==> src/rtl/dmem_pkg.sv <==
// Shared definitions for the block data memory: default geometry, latency,
// counter width, FSM state encoding and saturating-increment helpers.
// Optional feature macro: DMEM_PERF_EN (performance counters in data_memory_block).
package dmem_pkg;

  localparam int DMEM_DATA_W  = 32;
  localparam int DMEM_ADDR_W  = 6;
  localparam int DMEM_LATENCY = 40;
  localparam int DMEM_CNT_W   = 8;

  typedef enum logic [1:0] {
    ST_IDLE = 2'd0,
    ST_BUSY = 2'd1,
    ST_DONE = 2'd2
  } dmem_state_e;

  // 16-bit increment that sticks at all-ones
  function automatic logic [15:0] sat_inc16(input logic [15:0] v);
    if (v == 16'hFFFF) begin
      sat_inc16 = v;
    end else begin
      sat_inc16 = v + 16'd1;
    end
  endfunction

  // 8-bit increment that sticks at all-ones
  function automatic logic [7:0] sat_inc8(input logic [7:0] v);
    if (v == 8'hFF) begin
      sat_inc8 = v;
    end else begin
      sat_inc8 = v + 8'd1;
    end
  endfunction

endpackage

==> src/rtl/dmem_delay_counter.sv <==
// Down-counter that times one memory access: loaded when a request is
// accepted, decremented while the access is in flight, flags zero.
module dmem_delay_counter
  import dmem_pkg::*;
#(
  parameter int CNT_W = DMEM_CNT_W
) (
  input  logic             clock,
  input  logic             reset,
  input  logic             load,
  input  logic [CNT_W-1:0] load_value,
  input  logic             dec,
  output logic [CNT_W-1:0] count,
  output logic             zero
);

  logic [CNT_W-1:0] count_r;

  // Load has priority over decrement; decrement never wraps below zero
  always_ff @(posedge clock or negedge reset) begin
    if (!reset) begin
      count_r <= {CNT_W{1'b0}};
    end else if (load) begin
      count_r <= load_value;
    end else if (dec && (count_r != {CNT_W{1'b0}})) begin
      count_r <= count_r - {{(CNT_W-1){1'b0}}, 1'b1};
    end else begin
      count_r <= count_r;
    end
  end

  assign count = count_r;
  assign zero  = (count_r == {CNT_W{1'b0}});

endmodule

==> src/rtl/data_memory_block.sv <==
// Block-organised data memory answering cache refill / write-back requests.
// One request at a time; mem_busywait is held high for LATENCY cycles.
// Optional feature macro: DMEM_PERF_EN adds read/write/conflict counters.
module data_memory_block
  import dmem_pkg::*;
#(
  parameter int DATA_W  = DMEM_DATA_W,
  parameter int ADDR_W  = DMEM_ADDR_W,
  parameter int LATENCY = DMEM_LATENCY
) (
  input  logic              clock,
  input  logic              reset,
  input  logic              mem_read,
  input  logic              mem_write,
  input  logic [ADDR_W-1:0] mem_address,
  input  logic [DATA_W-1:0] mem_writedata,
  output logic [DATA_W-1:0] mem_readdata,
  output logic              mem_busywait
`ifdef DMEM_PERF_EN
  ,
  output logic [15:0]       read_count,
  output logic [15:0]       write_count,
  output logic [7:0]        conflict_count
`endif
);

  localparam int DEPTH = 2 ** ADDR_W;
  localparam logic [DMEM_CNT_W-1:0] LOAD_VAL = DMEM_CNT_W'(LATENCY - 1);

  dmem_state_e       state_r;
  dmem_state_e       state_nxt_s;
  logic              op_rd_r;
  logic [ADDR_W-1:0] addr_r;
  logic [DATA_W-1:0] wdata_r;
  logic [DATA_W-1:0] mem_r [DEPTH];
  logic [DATA_W-1:0] readdata_r;
  logic              busy_r;
  logic              start_s;
  logic              finish_s;
  logic              conflict_s;
  logic              cnt_dec_s;
  logic              cnt_zero_s;
  logic [DMEM_CNT_W-1:0] cnt_s;

  // Next-state decode; simultaneous read and write in IDLE is a requester bug and is dropped
  always_comb begin
    start_s     = 1'b0;
    finish_s    = 1'b0;
    conflict_s  = 1'b0;
    state_nxt_s = state_r;
    case (state_r)
      ST_IDLE: begin
        if (mem_read ^ mem_write) begin
          start_s     = 1'b1;
          state_nxt_s = ST_BUSY;
        end else if (mem_read & mem_write) begin
          conflict_s  = 1'b1;
          state_nxt_s = ST_IDLE;
        end else begin
          state_nxt_s = ST_IDLE;
        end
      end
      ST_BUSY: begin
        if (cnt_zero_s) begin
          finish_s    = 1'b1;
          state_nxt_s = ST_DONE;
        end else begin
          state_nxt_s = ST_BUSY;
        end
      end
      ST_DONE: begin
        state_nxt_s = ST_IDLE;
      end
      default: begin
        state_nxt_s = ST_IDLE;
      end
    endcase
  end

  assign cnt_dec_s = (state_r == ST_BUSY) && !cnt_zero_s;

  dmem_delay_counter #(
    .CNT_W(DMEM_CNT_W)
  ) u_delay (
    .clock      (clock),
    .reset      (reset),
    .load       (start_s),
    .load_value (LOAD_VAL),
    .dec        (cnt_dec_s),
    .count      (cnt_s),
    .zero       (cnt_zero_s)
  );

  // FSM state register
  always_ff @(posedge clock or negedge reset) begin
    if (!reset) begin
      state_r <= ST_IDLE;
    end else begin
      state_r <= state_nxt_s;
    end
  end

  // Capture the request on acceptance so later input changes cannot disturb it
  always_ff @(posedge clock or negedge reset) begin
    if (!reset) begin
      op_rd_r <= 1'b0;
      addr_r  <= {ADDR_W{1'b0}};
      wdata_r <= {DATA_W{1'b0}};
    end else if (start_s) begin
      op_rd_r <= mem_read;
      addr_r  <= mem_address;
      wdata_r <= mem_writedata;
    end else begin
      op_rd_r <= op_rd_r;
      addr_r  <= addr_r;
      wdata_r <= wdata_r;
    end
  end

  // Block storage; written only when a write access completes
  always_ff @(posedge clock or negedge reset) begin
    if (!reset) begin
      for (int i = 0; i < DEPTH; i++) begin
        mem_r[i] <= {DATA_W{1'b0}};
      end
    end else if (finish_s && !op_rd_r) begin
      mem_r[addr_r] <= wdata_r;
    end else begin
      mem_r[addr_r] <= mem_r[addr_r];
    end
  end

  // Registered responder outputs: busy for the whole access, read data held until next read ends
  always_ff @(posedge clock or negedge reset) begin
    if (!reset) begin
      busy_r     <= 1'b0;
      readdata_r <= {DATA_W{1'b0}};
    end else begin
      if (start_s) begin
        busy_r <= 1'b1;
      end else if (finish_s) begin
        busy_r <= 1'b0;
      end else begin
        busy_r <= busy_r;
      end
      if (finish_s && op_rd_r) begin
        readdata_r <= mem_r[addr_r];
      end else begin
        readdata_r <= readdata_r;
      end
    end
  end

  assign mem_busywait = busy_r;
  assign mem_readdata = readdata_r;

`ifdef DMEM_PERF_EN
  logic [15:0] read_count_r;
  logic [15:0] write_count_r;
  logic [7:0]  conflict_count_r;

  // Saturating activity counters: completed reads, completed writes, dropped conflicts
  always_ff @(posedge clock or negedge reset) begin
    if (!reset) begin
      read_count_r     <= 16'd0;
      write_count_r    <= 16'd0;
      conflict_count_r <= 8'd0;
    end else begin
      if (finish_s && op_rd_r) begin
        read_count_r <= sat_inc16(read_count_r);
      end else begin
        read_count_r <= read_count_r;
      end
      if (finish_s && !op_rd_r) begin
        write_count_r <= sat_inc16(write_count_r);
      end else begin
        write_count_r <= write_count_r;
      end
      if (conflict_s) begin
        conflict_count_r <= sat_inc8(conflict_count_r);
      end else begin
        conflict_count_r <= conflict_count_r;
      end
    end
  end

  assign read_count     = read_count_r;
  assign write_count    = write_count_r;
  assign conflict_count = conflict_count_r;
`endif

endmodule
==> config.mk <==
export PLATFORM = sky130hd
export DESIGN_NAME = data_memory_block
export DESIGN_NICKNAME = d
export VERILOG_FILES = /design/src/rtl/dmem_pkg.sv /design/src/rtl/dmem_delay_counter.sv /design/src/rtl/data_memory_block.sv
export SDC_FILE = /design/constraint.sdc
export NUM_CORES = 2
export LEC_CHECK = 0
export ABC_AREA = 0
export CORE_MARGIN = 1
export CORE_UTILIZATION = 58
export DETAILED_ROUTE_END_ITERATION = 8
export PLACE_DENSITY = 0.74
export SKIP_LAST_GASP = 1
export SYNTH_ARGS = -nofsm -noshare
export SYNTH_HDL_FRONTEND = slang
export SYNTH_HIERARCHICAL = 1
export SYNTH_SLANG_ARGS = --single-unit
export TNS_END_PERCENT = 20
==> constraint.sdc <==
create_clock -name clock -period 5.65 [get_ports clock]
set_input_delay 1.13 -clock clock [delete_from_list [all_inputs] [get_ports clock]]
set_output_delay 1.13 -clock clock [all_outputs]
set_load 0.005 [all_outputs]
==> impl_metrics.json <==
{
  "synthDominantCellAreaShare_pct": 56.82,
  "cts_setup_buffers": 0,
  "sequential_cell_area_um2": 53310,
  "dr.first_iter.drc_count": 9613,
  "total_of_flip_flops_plus_latches_after_synthesis": 2130,
  "grt.total_usage_pct": 37.52,
  "synth_most_common_cell": "nand2_1",
  "outcome": "finished, final reports clean",
  "maximum_number_of_pins_on_one_net_before_global_route_repair": 155,
  "wirelength_um": 304900,
  "port_buffers": 74,
  "final_util_pct": 64.59,
  "fmaxAchievable_mhz": 216.5,
  "cp_common_cell": "buf_4",
  "drv.max_cap_violation_count": 0,
  "clock_sinks": 2130,
  "syn_area_per_cell_um2": 9.785,
  "cts-root-to-sink-buffers": 3,
  "post_synth_xor_area_fraction_pct": 0.009337,
  "globalRouteOverflowTotal": 0,
  "synth_top_cells_by_area": "dfrtp_1, o21ai_0, nand2_1",
  "slew_hr_pct": 10.07,
  "total_clock_buffers_created_by_cts": 213,
  "reg_to_reg_setup_timing_slack_ns": 1.03,
  "report.final.slew_viol_count": 0,
  "setup_tns_ns": 0,
  "worstReg2RegStart": "addr_r[2]",
  "worstReg2RegEnd": "mem_r[901]",
  "wl_per_cell_um": 26.29,
  "drc_errors": 0,
  "synth_simple_gate_area_share_pct": 11.10,
  "via_per_inst": 6.520,
  "period_minus_slack_ns": 4.618,
  "core.rowCount": 147,
  "dieHeight_um": 404.2,
  "crit_required_ns": 6.32,
  "power.leakage_nw": 46.05,
  "critical_path.top_delay_family": "compound AO/OA/AOI/OAI gates",
  "synth_cell_type_count": 75,
  "synth_edf_count": 0,
  "arr_time_crit_path_ns": 5.28,
  "critPathBufInv": 2,
  "cpMaxStageDelayCell": "o41ai_4",
  "postSynth.asyncResetShare_pct": 100.0,
  "synthesis.yosys.warnings": 6,
  "capturing_element_type_of_the_critical_path": "flop",
  "class_of_the_most_critical_setup_path": "flop to flop",
  "dieWidth_um": 404.2,
  "ctsHoldBuffers": 0,
  "crit_path_start_kind": "flop",
  "insertion_delay_ns": 0.87,
  "number_of_antenna_violations_at_the_first_check_in_global_routing": 8,
  "firstDrtPassIters": 9,
  "antenna_violating_nets_post_route": 0,
  "grt_first_pass_wirelength_um": 459700,
  "post_cts_resize_count": 0,
  "worstMarginPinSlew_ns": 1.348,
  "layout_worst_path_cycle_share_pct": 81.74,
  "synth_common_cells": "nand2_1, dfrtp_1, o21ai_0",
  "layout.filler_cells": 12440,
  "place.gp.congestion": 0.8947,
  "final.setup_skew_ns": 0.03584,
  "syn_inst": 9586,
  "syn-cell-area_um2": 93800,
  "initial_core_utilization_pct": 58.42,
  "total_vias_in_the_final_route": 75600,
  "worstRegToRegCells": 8,
  "dp_hpwl_um": 179800,
  "multi_input_comb_area_um2": 37150,
  "irDropWorstVdd_v": 0.0004859,
  "yosys.area_share.adder_pct": 0.02668,
  "synth_top_family_by_area": "compound AO/OA/AOI/OAI gates",
  "cpPeakStageDelay_ns": 1.13,
  "pin_count": 75,
  "sequential_cell_area_fraction_in_the_yosys_report_pct": 56.82,
  "syn_to_final_growth_pct": 10.57,
  "hold_path_class": "input pin to asynchronous set/reset pin",
  "first_global_vias": 72570,
  "core_area_um2": 160600,
  "setup_violation_total_in_the_final_timing_report": 0,
  "stdcell_area_um2": 103700,
  "cts-htree-levels": 4,
  "layout-drive-gt1-share_pct": 9.401,
  "fin_nets": 9307,
  "cts_tree": "done",
  "synth_flop_cell": "dfrtp_1",
  "synth.largest_area_cell": "dfrtp_1",
  "final_hold_viol_count": 0,
  "timing.critical_path.fanout_max": 43,
  "die_area_um2": 163300,
  "critical_path.cell_chain": "buf_4 -> mux2_2 -> a221o_1 -> a22oi_1 -> o22ai_1 -> o41ai_4 -> buf_4 -> o21ai_0",
  "synth.area.mux_share_pct": 8.216,
  "power_density_nw_per_um2": 543.4,
  "clock_tree.root_cell": "clkbuf_16",
  "clk_pin_slew_ns": 0.06,
  "unrepaired_setup_endpoints_after_global_routing": "false",
  "post_dp_cell_area_um2": 96880,
  "synth_compound_gate_area_share_pct": 19.54
}
==> state kept, by name, summed over array words and instances (netlist names) <==
register       count
state_r            2
mem_busywait       1
op_rd_r            1
mem_readdata      32
addr_r             6
u_delay/count      8
wdata_r           32
mem_r           2048
==> metrics by stage <==
step / power, mW / setup WS (ns) / std cells / hold slack, ns
after global routing: 58.70 / 0.9418 / 11590 / 0.3138
after floorplan: 34.31 / 2.685 / 9592 / 0.4395
final: 56.35 / 1.032 / 11600 / 0.2648
after CTS: 55.75 / 1.208 / 11590 / 0.3140
after global placement: 41.14 / 1.286 / 11210 / 0.4547
after detailed placement: 41.87 / 1.250 / 11210 / 0.4646
==> routing by layer <==
layer	vias up	routed length, um	GRT usage, %
li1	32780	-	-
met2	4368	133800	56.29
met4	8	15190	16.44
met5	-	57	0
met1	37500	119000	51.36
met3	939	36840	10.23
==> cell usage in the layout (no fill, tap or decap), drive strengths merged, types with 6 or more instances in the layout <==
| master | instances |
|---|---|
| a211oi | 6 |
| a21oi | 109 |
| a221o | 117 |
| a221oi | 18 |
| a22o | 148 |
| a22oi | 71 |
| buf | 311 |
| clkbuf | 334 |
| clkdlybuf4s50 | 73 |
| clkinv | 29 |
| clkinvlp | 8 |
| conb | 8 |
| dfrtp | 2130 |
| diode | 10 |
| inv | 14 |
| mux2 | 121 |
| mux2i | 618 |
| mux4 | 7 |
| nand2 | 2238 |
| nand2b | 9 |
| nand3 | 73 |
| nand3b | 11 |
| nor2 | 180 |
| nor2b | 11 |
| nor3 | 36 |
| nor3b | 9 |
| o21ai | 2122 |
| o22ai | 355 |
| o2bb2ai | 56 |
| o31ai | 62 |
| o41ai | 32 |
| or3 | 35 |
| or3b | 7 |
==> final cells by class <==
| class | instances | share of cell area [%] |
|---|---|---|
| antenna | 10 | 0.02413 |
| clock buffer | 334 | 6.153 |
| clock inverter | 43 | 0.4114 |
| inverter | 12 | 0.04464 |
| multi-input combinational | 6522 | 35.82 |
| sequential | 2130 | 51.41 |
| tap | 2160 | 2.606 |
| timing repair buffer | 384 | 3.530 |
==> logic make-up after synthesis <==
| logic type | Yosys count |
|---|---|
| flip-flops | 2130 |
| buffers and inverters | 940 |
| multiplexers | 746 |
| XOR/XNOR | 1 |
| other | 2 |
| adder cells (fa/ha/maj) | 2 |
| AND/OR/NAND/NOR | 2639 |
| AO/OA/AOI/OAI | 3126 |
==> report_power, final <==
group | internal, mW | switching, mW | total, mW
Clock | 7.89 | 6.02 | 13.9
Sequential | 19.5 | 2.69 | 22.2
Combinational | 6.27 | 14.0 | 20.2
Total | 33.7 | 22.7 | 56.4
==> worst register-to-register path: stages, from the launching register on <==
cell and delay (ns):
dfrtp_4 1.00, buf_4 0.50, mux2_2 0.37, a221o_1 0.30, a22oi_1 0.19, o22ai_1 0.25, o41ai_4 1.14, buf_4 0.50
o21ai_0 0.19
==> how the worst max path moves through the flow <==
stage                          start           to  slack [ns]  cells after the start
finish                     addr_r[2]   mem_r[901]        1.03                      8
global route               addr_r[2]   mem_r[901]        0.94                      8
CTS                        addr_r[2]   mem_r[901]        1.21                      8
detailed placement         addr_r[2]   mem_r[901]        1.25                      8
global placement           addr_r[2]   mem_r[901]        1.29                      8
floorplan           u_delay/count[0]  mem_r[1016]        2.69                     12
Note: power is estimated with default switching activity, not from simulation.
